<file path="src/rtl/u_seqdiv16_8_pkg.sv">
// u_seqdiv_pkg: shared state encoding, default width and counter sizing for the sequential divider
package u_seqdiv_pkg;
    typedef enum logic [1:0] {IDLE, BUSY, DONE} state_t;
    localparam int DEF_N = 8;
    function automatic int cnt_w(input int n);
        return (n > 1) ? $clog2(n) : 1;
    endfunction
endpackage

</file>
<file path="src/rtl/u_seqdiv16_8_div_step.sv">
// u_div_step: one combinational restoring step (trial subtract, keep on non-negative)
module u_div_step
    import u_seqdiv_pkg::*;
#(
    parameter int N = DEF_N
) (
    input  logic [N:0]   t,
    input  logic [N-1:0] divisor,
    output logic [N:0]   r_next,
    output logic         q_bit
);
    logic [N+1:0] d;
    // borrow out of the widened subtraction marks a negative trial difference
    always_comb begin
        d      = {1'b0, t} - {2'b00, divisor};
        q_bit  = ~d[N+1];
        r_next = q_bit ? d[N:0] : t;
    end
endmodule

</file>
<file path="src/rtl/u_seqdiv16_8.sv">
// u_seqdiv16_8: sequential 2N/N unsigned restoring divider with valid/ready handshakes
module u_seqdiv16_8
    import u_seqdiv_pkg::*;
#(
    parameter int N = DEF_N
) (
    input  logic           clk,
    input  logic           rst_n,
    input  logic           in_valid,
    output logic           in_ready,
    input  logic [2*N-1:0] dividend,
    input  logic [N-1:0]   divisor,
    output logic           out_valid,
    input  logic           out_ready,
    output logic [N-1:0]   quotient,
    output logic [N-1:0]   remainder,
    output logic           overflow,
    output logic           div_by_zero
);
    localparam int CW = cnt_w(N);
    state_t        state;
    logic [N-1:0]  dvs;
    logic [N:0]    r;
    logic [N-1:0]  lo;
    logic [CW-1:0] cnt;
    logic [N:0]    r_next;
    logic          q_bit;
    u_div_step #(.N(N)) u_step (
        .t       ({r[N-1:0], lo[N-1]}),
        .divisor (dvs),
        .r_next  (r_next),
        .q_bit   (q_bit)
    );
    // control FSM; the quotient output doubles as the quotient shift register
    always_ff @(posedge clk) begin
        if (!rst_n) begin
            state       <= IDLE;
            in_ready    <= 1'b0;
            out_valid   <= 1'b0;
            quotient    <= '0;
            remainder   <= '0;
            overflow    <= 1'b0;
            div_by_zero <= 1'b0;
            dvs         <= '0;
            r           <= '0;
            lo          <= '0;
            cnt         <= '0;
        end else begin
            case (state)
                IDLE: begin
                    if (in_valid && in_ready) begin
                        in_ready <= 1'b0;
                        dvs      <= divisor;
                        if (divisor == '0 || dividend[2*N-1:N] >= divisor) begin
                            state       <= DONE;
                            out_valid   <= 1'b1;
                            quotient    <= '1;
                            remainder   <= '0;
                            overflow    <= 1'b1;
                            div_by_zero <= (divisor == '0);
                        end else begin
                            state       <= BUSY;
                            r           <= {1'b0, dividend[2*N-1:N]};
                            lo          <= dividend[N-1:0];
                            cnt         <= CW'(N - 1);
                            quotient    <= '0;
                            overflow    <= 1'b0;
                            div_by_zero <= 1'b0;
                        end
                    end else in_ready <= 1'b1;
                end
                BUSY: begin
                    r        <= r_next;
                    lo       <= {lo[N-2:0], 1'b0};
                    quotient <= {quotient[N-2:0], q_bit};
                    cnt      <= cnt - 1'b1;
                    if (cnt == '0) begin
                        remainder <= r_next[N-1:0];
                        out_valid <= 1'b1;
                        state     <= DONE;
                    end
                end
                DONE: begin
                    if (out_ready) begin
                        out_valid <= 1'b0;
                        in_ready  <= 1'b1;
                        state     <= IDLE;
                    end
                end
                default: state <= IDLE;
            endcase
        end
    end
endmodule

</file>
<file path="config.mk">
export PLATFORM = sky130hd
export DESIGN_NAME = u_seqdiv16_8
export DESIGN_NICKNAME = d
export VERILOG_FILES = /design/src/rtl/u_seqdiv16_8_pkg.sv /design/src/rtl/u_seqdiv16_8_div_step.sv /design/src/rtl/u_seqdiv16_8.sv
export SDC_FILE = /design/constraint.sdc
export NUM_CORES = 1
export LEC_CHECK = 0
export ABC_AREA = 1
export CAP_MARGIN = 30
export CORE_UTILIZATION = 40
export CTS_BUF_LIST = sky130_fd_sc_hd__clkbuf_8
export DETAILED_ROUTE_END_ITERATION = 8
export PLACE_DENSITY = 0.75
export SYNTH_ARGS = -nofsm -noshare
export SYNTH_HDL_FRONTEND = slang
export SYNTH_SLANG_ARGS = --single-unit
</file>
<file path="constraint.sdc">
create_clock -name clk -period 1.8 [get_ports clk]
set_clock_uncertainty 0.15 [all_clocks]
set_input_delay 0.18 -clock clk [delete_from_list [all_inputs] [get_ports clk]]
set_output_delay 0.18 -clock clk [all_outputs]
set_load 0.005 [all_outputs]
</file>
## Word-level counts from Yosys, hierarchy flattened

Index checks and enable logic that the tools add are counted.

- Add/subtract/negate cells: 2
- Order comparisons: 1
- Eq/ne operators: 7
- Muxes and demuxes: 32
- Bitwise logic cells: 1
- Reduce and logical (&&, ||, !) cells: 15

Operator list:

| operator | count |
|---|---|
| 8-bit two-way mux | 10 |
| 8-bit one-hot mux with 2 select lines | 4 |
| 2-bit inequality test, second input constant | 5 |
| 9-bit by 8-bit subtractor with 10-bit output | 1 |
| 8-bit >= comparator | 1 |
| 8-bit zero test | 1 |
| 1-bit two-way mux | 8 |
| 2-bit two-way mux | 4 |
| 3-bit two-way mux | 2 |
| 2-bit one-hot mux with 3 select lines | 1 |
| 3-bit one-hot mux with 2 select lines | 1 |
| 2-bit AND reduction | 3 |
| 3-bit AND reduction | 2 |
| 5-bit AND reduction | 1 |
| 4-bit AND reduction | 1 |
| 2-bit nonzero test | 2 |
| 3-bit zero test | 1 |
| 1-bit one-hot mux with 3 select lines | 1 |
| 3-bit nonzero test | 1 |
| 3-bit by 1-bit subtractor with 3-bit output, second input constant | 1 |
| 2-bit by 1-bit equality test with 1-bit output, second input constant | 1 |
| 2-bit equality test, second input constant | 1 |
| 2-bit zero test | 1 |
| 1-bit one-hot mux with 2 select lines | 1 |
| other kinds (3) | 3 |

- Register bits after elaboration: 49
- Bits of input ports: 28
- Logic and storage cells: 69

## Longest topological paths before layout

- Word-level depth: 5
- Gate-level depth with buffers: 14

## By module

A second synthesis with hierarchy kept.

- Cells, all modules: 492
- Area total of the unflattened synthesis: 3161.8 sq um

Modules (own cells, without submodules):

| module | instances | cells each | area an instance (sq um) | seq. area each (sq um) |
|---|---|---|---|---|
| u_seqdiv16_8 | 1 | 367 | 2483.6 | 980.9 |
| u_div_step | 1 | 125 | 678.2 | 0.0 |

## Least setup slack after synthesis

No wires, ideal clock.

- Path type: reg-to-reg
- Start point: register dvs[3]
- End point: register r[7]
- Library setup time: 111 ps
- Data arrival time: 1485 ps
- Setup slack: 53 ps
- Stages on the path, launching flop included: 12
- Buffers on the path: 0
- Cells stage by stage: dfxtp_1 inv_1 ha_1 nand2_1 nor2_1 nand3_4 nand3_4 nand2_1 nor2_1 nor2_1 nor2_1 nor2_1

- Longest elaborated chain between the ends: 3

Ends and longest elaborated chain:

| item | RTL line | RTL |
|---|---|---|
| from (decl) | u_seqdiv16_8.sv:22 | `logic [N-1:0] dvs;` |
| from (signal assigned) | u_seqdiv16_8.sv:53 | `dvs <= divisor;` |
| 9-bit by 8-bit subtractor with 10-bit output | u_seqdiv16_8_div_step.sv:15 | `d = {1'b0, t} - {2'b00, divisor};` |
| 8-bit two-way mux | u_seqdiv16_8_div_step.sv:17 | `r_next = q_bit ? d[N:0] : t;` |
| 8-bit one-hot mux with 2 select lines | u_seqdiv16_8.sv:49 | `case (state)` |
| to (signal assigned) | u_seqdiv16_8.sv:63 | `r <= {1'b0, dividend[2*N-1:N]};` |
| to (signal assigned) | u_seqdiv16_8.sv:73 | `r <= r_next;` |
| to (decl) | u_seqdiv16_8.sv:23 | `logic [N:0] r;` |

Every way passes these cells.
A chain may end at the register's enable or synchronous reset.

## Worst setup path after layout

- Start point: register dvs[6]
- End point: register r[3]

Same word-level chain as after synthesis.

==> results.md <==
- The arrival time at the worst endpoint is 2000 ps.
- Setup repair after global routing could not meet its margin everywhere.
- The synthesized netlist occupies a cell area of 2990 um^2.
- The library cell with the largest summed area after synthesis is dfxtp_1.
- The port buffer count is 47.
- The flip-flop and latch count after synthesis is 49.
- In this run the worst setup path begins at dvs[6].
- Of the total synthesized cell area, the portion taken by XOR and XNOR cells is 0.878%.
- The CTS tree is done.
- The final reports fail on setup timing.
- In the layout the commonest cells are 119 x nand2_1, 60 x nor2_1, 52 x inv_1, 37 x dfxtp_1, 35 x clkdlybuf4s50_1.
- The row count is 31.
- Dividing total power by cell area gives a power density of 1910 nW/um^2.
- For this run, the number of Yosys warnings is 0.
- In this run the biggest area consumer among cell types represents 32.8% of the synthesized area.
- After synthesis, the share of flip-flops with an asynchronous set or reset is 0%.
- Of the total synthesized cell area, the portion taken by full adders, half adders and majority gates is 8.20%.
- The global-route wire length before repair is 14000 um.
- The least setup slack across all paths after layout is -110 ps.
- In this run the remaining antenna-violating nets after routing total 0.
- The clock passes through at most 2 buffers.
- The H-tree was split into 2 levels.
- The signal on the critical path passes through inv_4, ha_4, nand2_2, nand2_2, a21oi_4, nand3_4, nand2_1, nand2_1, nor2_2, nor2_1, nor2_1.
- The effective utilization at floorplan is 41.2%.
- The netlist uses 33 different library cells.
- Detailed placement ended at an HPWL of 5570 um.
- The startpoint identified for the worst hold timing path is divisor[6].
- Clock latency on the worst-skew pair, taken at its later pin, is 310 ps.
- The max-slew violation count is 0.
- The remaining global-route overflow is 0.
- The post-layout instance count excluding filler cells is 652.
- At the placement stage, the worst setup path has a slack of -518 ps.
- The largest family of logic cells by synthesized area is simple AND/OR/NAND/NOR gates.
- The library cell used most frequently in the layout, excluding fill and tap cells, is nand2_1.
- Measured against the total synthesized area, the mux share comes to 0%.
- The most frequently used flop master after synthesis is dfxtp_1.
- The worst hold slack is 46.5 ps.
- The category of the critical setup timing path is reg2reg.
- The worst register-to-register path begins at dvs[6].
- The achievable frequency is 0.524 GHz.
- The die is 88.5 um wide.
- After Yosys synthesis, and, or, nand and nor cells account for 37.9% of the synthesized area.
- The part of the Yosys area used for sequential elements is 32.8%.
- The compound-gate portion of the synthesized area is 8.91%.
- Summing over every cut layer, the via total after detailed routing is 3184.
- Synthesis produced a netlist whose cell count is 466.
- The worst hold path belongs to the class in2reg.
- The final hold violation count is 0.
- The number of maximum-capacitance constraint violations is 0.
- The summed area of non-filler cells in the final layout is 4420 um^2.
- The sort of element at the start of the critical path is a flop.
- The detailed-router iteration count before antenna repair is 4.
- The worst supply voltage drop on vdd is 0.906 mV.
- Of the cells placed in the final design, the portion with a size suffix greater than 1 is 28.9%.
- The synthesis-to-finish area growth is 47.6%.
- For this run, the slowest stage of the critical path takes 370 ps.
- The final-report setup violation count is 13.
- The via count of the first global-routing pass is 3109.
- The core region is 7250 um^2.
- Counting every sink on the clock net gives 49.
- For this design, the slowest cell found on the critical path is dfxtp_2.
- Dividing the detail-routed wire length by the instance count gives 13.1 um.
- Pin placement for this block handled 48 I/O pins.
- The root buffer cell chosen for the clock tree is clkbuf_8.
- The congestion estimate from routability-driven global placement came to 0.844.
- The run finished, with violations left.
- The worst setup path is captured at a flop.
- The net count of the finished layout is 599.
- The analysis attributes to cell leakage a power of 2.15 nW.
- Yosys attributes the largest share of cell area to dfxtp_1 33%, nand2_1 18%, nor2_1 8.9%.
- The final period utilization is 106%.
- Yosys mapped a number of flops with a built-in enable equal to 0.
- The placed standard-cell area is 3780 um^2.
- The initial antenna violation count is 0.
- The number of nets handed over by synthesis was 513.
- The final critical path time including I/O delays and setup is 1910 ps.
- The worst-path maximum fanout is 5.
- The relative slew slack is 78.1%.
- The count of hold buffers inserted by post-cts repair is 0.
- The largest net degree at the start of global routing is 40.
- The transition time of the tightest slew-check pin is 327 ps.
- In this run, placement finished with an instance count of 634.
- In the global route stage, overall resource usage came out at 23.1%.
- The area of the die is 7830 um^2.
- The via-per-instance ratio is 4.88.
- Measured along the y axis, the die boundary spans 88.5 um.
- In the routed design, unresolved DRC markers number 0.
- The antenna cell count is 0.
- Counting the buffers created by CTS gives 5.
- The critical path required time is 1890 ps.
- After clock tree synthesis, the clock-pin slew on the worst setup and hold paths is 110 ps.
- Wires add up to 8540 um.
- After the first detailed-routing iteration, the DRC count stood at 195.
- Averaged over all synthesized cells, the footprint is 6.42 um^2.
## logic make-up after synthesis
logic type	after synthesis
simple gates	265
buf+inv	83
flops	49
compound gates	47
fa+ha+maj	19
xor+xnor	3
## area by class of cell
cell class / instances / area [um^2]
multi-input combinational: 337 / 2090
inverter: 70 / 268
clock buffer: 5 / 68.8
sequential: 49 / 996
timing repair buffer: 89 / 840
fill: 615 / 2840
clock inverter: 3 / 28.8
tap: 99 / 124
## routing by layer
| metal | vias up | wire (um) | GRT usage, % |
|---|---|---|---|
| met4 | 0 | 216 | 8.50 |
| met2 | 82 | 4370 | 42.2 |
| met1 | 1456 | 3520 | 26.6 |
| met5 | - | 0 | 0 |
| met3 | 21 | 436 | 4.48 |
| li1 | 1625 | - | - |
## synthesized netlist by cell type, drive strengths merged (4+ instances only)
library cell,number
buf,9
inv,69
clkbuf,4
a31oi,7
nor2,80
dfxtp,49
a21oi,18
nand4,7
nand2,148
o21ai,19
nand3,24
ha,18
## through the flow
stage / total power [mW] / setup TNS (ps) / utilization, %
2_1_floorplan: 4.74 / 0 / -
3_3_place_gp: 6.00 / -16500 / 52.2
3_5_place_dp: 6.12 / -17590 / 52.2
4_1_cts: 7.73 / -285 / 58.2
5_1_grt: 9.19 / -2140 / 60.9
6_report: 8.45 / -523 / 60.9
## path summary, 6_finish.rpt
kind,end,slack (ps),cells past startpoint
max reg2reg,r[3],-110,11
min,dvs[6],50,3
max,r[3],-110,11
min reg2reg,out_valid,320,2
## power breakdown
| part | switching [mW] | leakage, nW | internal (mW) |
|---|---|---|---|
| clock | 0.427 | 0.0506 | 0.292 |
| sequential | 0.295 | 0.407 | 1.47 |
| combinational | 3.38 | 1.69 | 2.59 |
| total | 4.10 | 2.15 | 4.35 |
## critical path: cells and delay by family (launching register included)
kind,cells,cell delay (ps)
simple gates,8,790
flops,1,370
fa+ha+maj,1,250
compound gates,1,230
buf+inv,1,50
## flip-flops by register name, summed over array words and instances (netlist names)
register,count
state,2
out_valid,1
overflow,1
div_by_zero,1
in_ready,1
cnt,3
r,8
remainder,8
dvs,8
quotient,8
lo,8
## what timing repair did
item	CTS	global route
setup endpoints to repair	38	47
pin swaps	18	36
gates cloned	4	0
buffers inserted	4	2
gates resized for setup	76	56
Power figures use the tool's default switching activity.
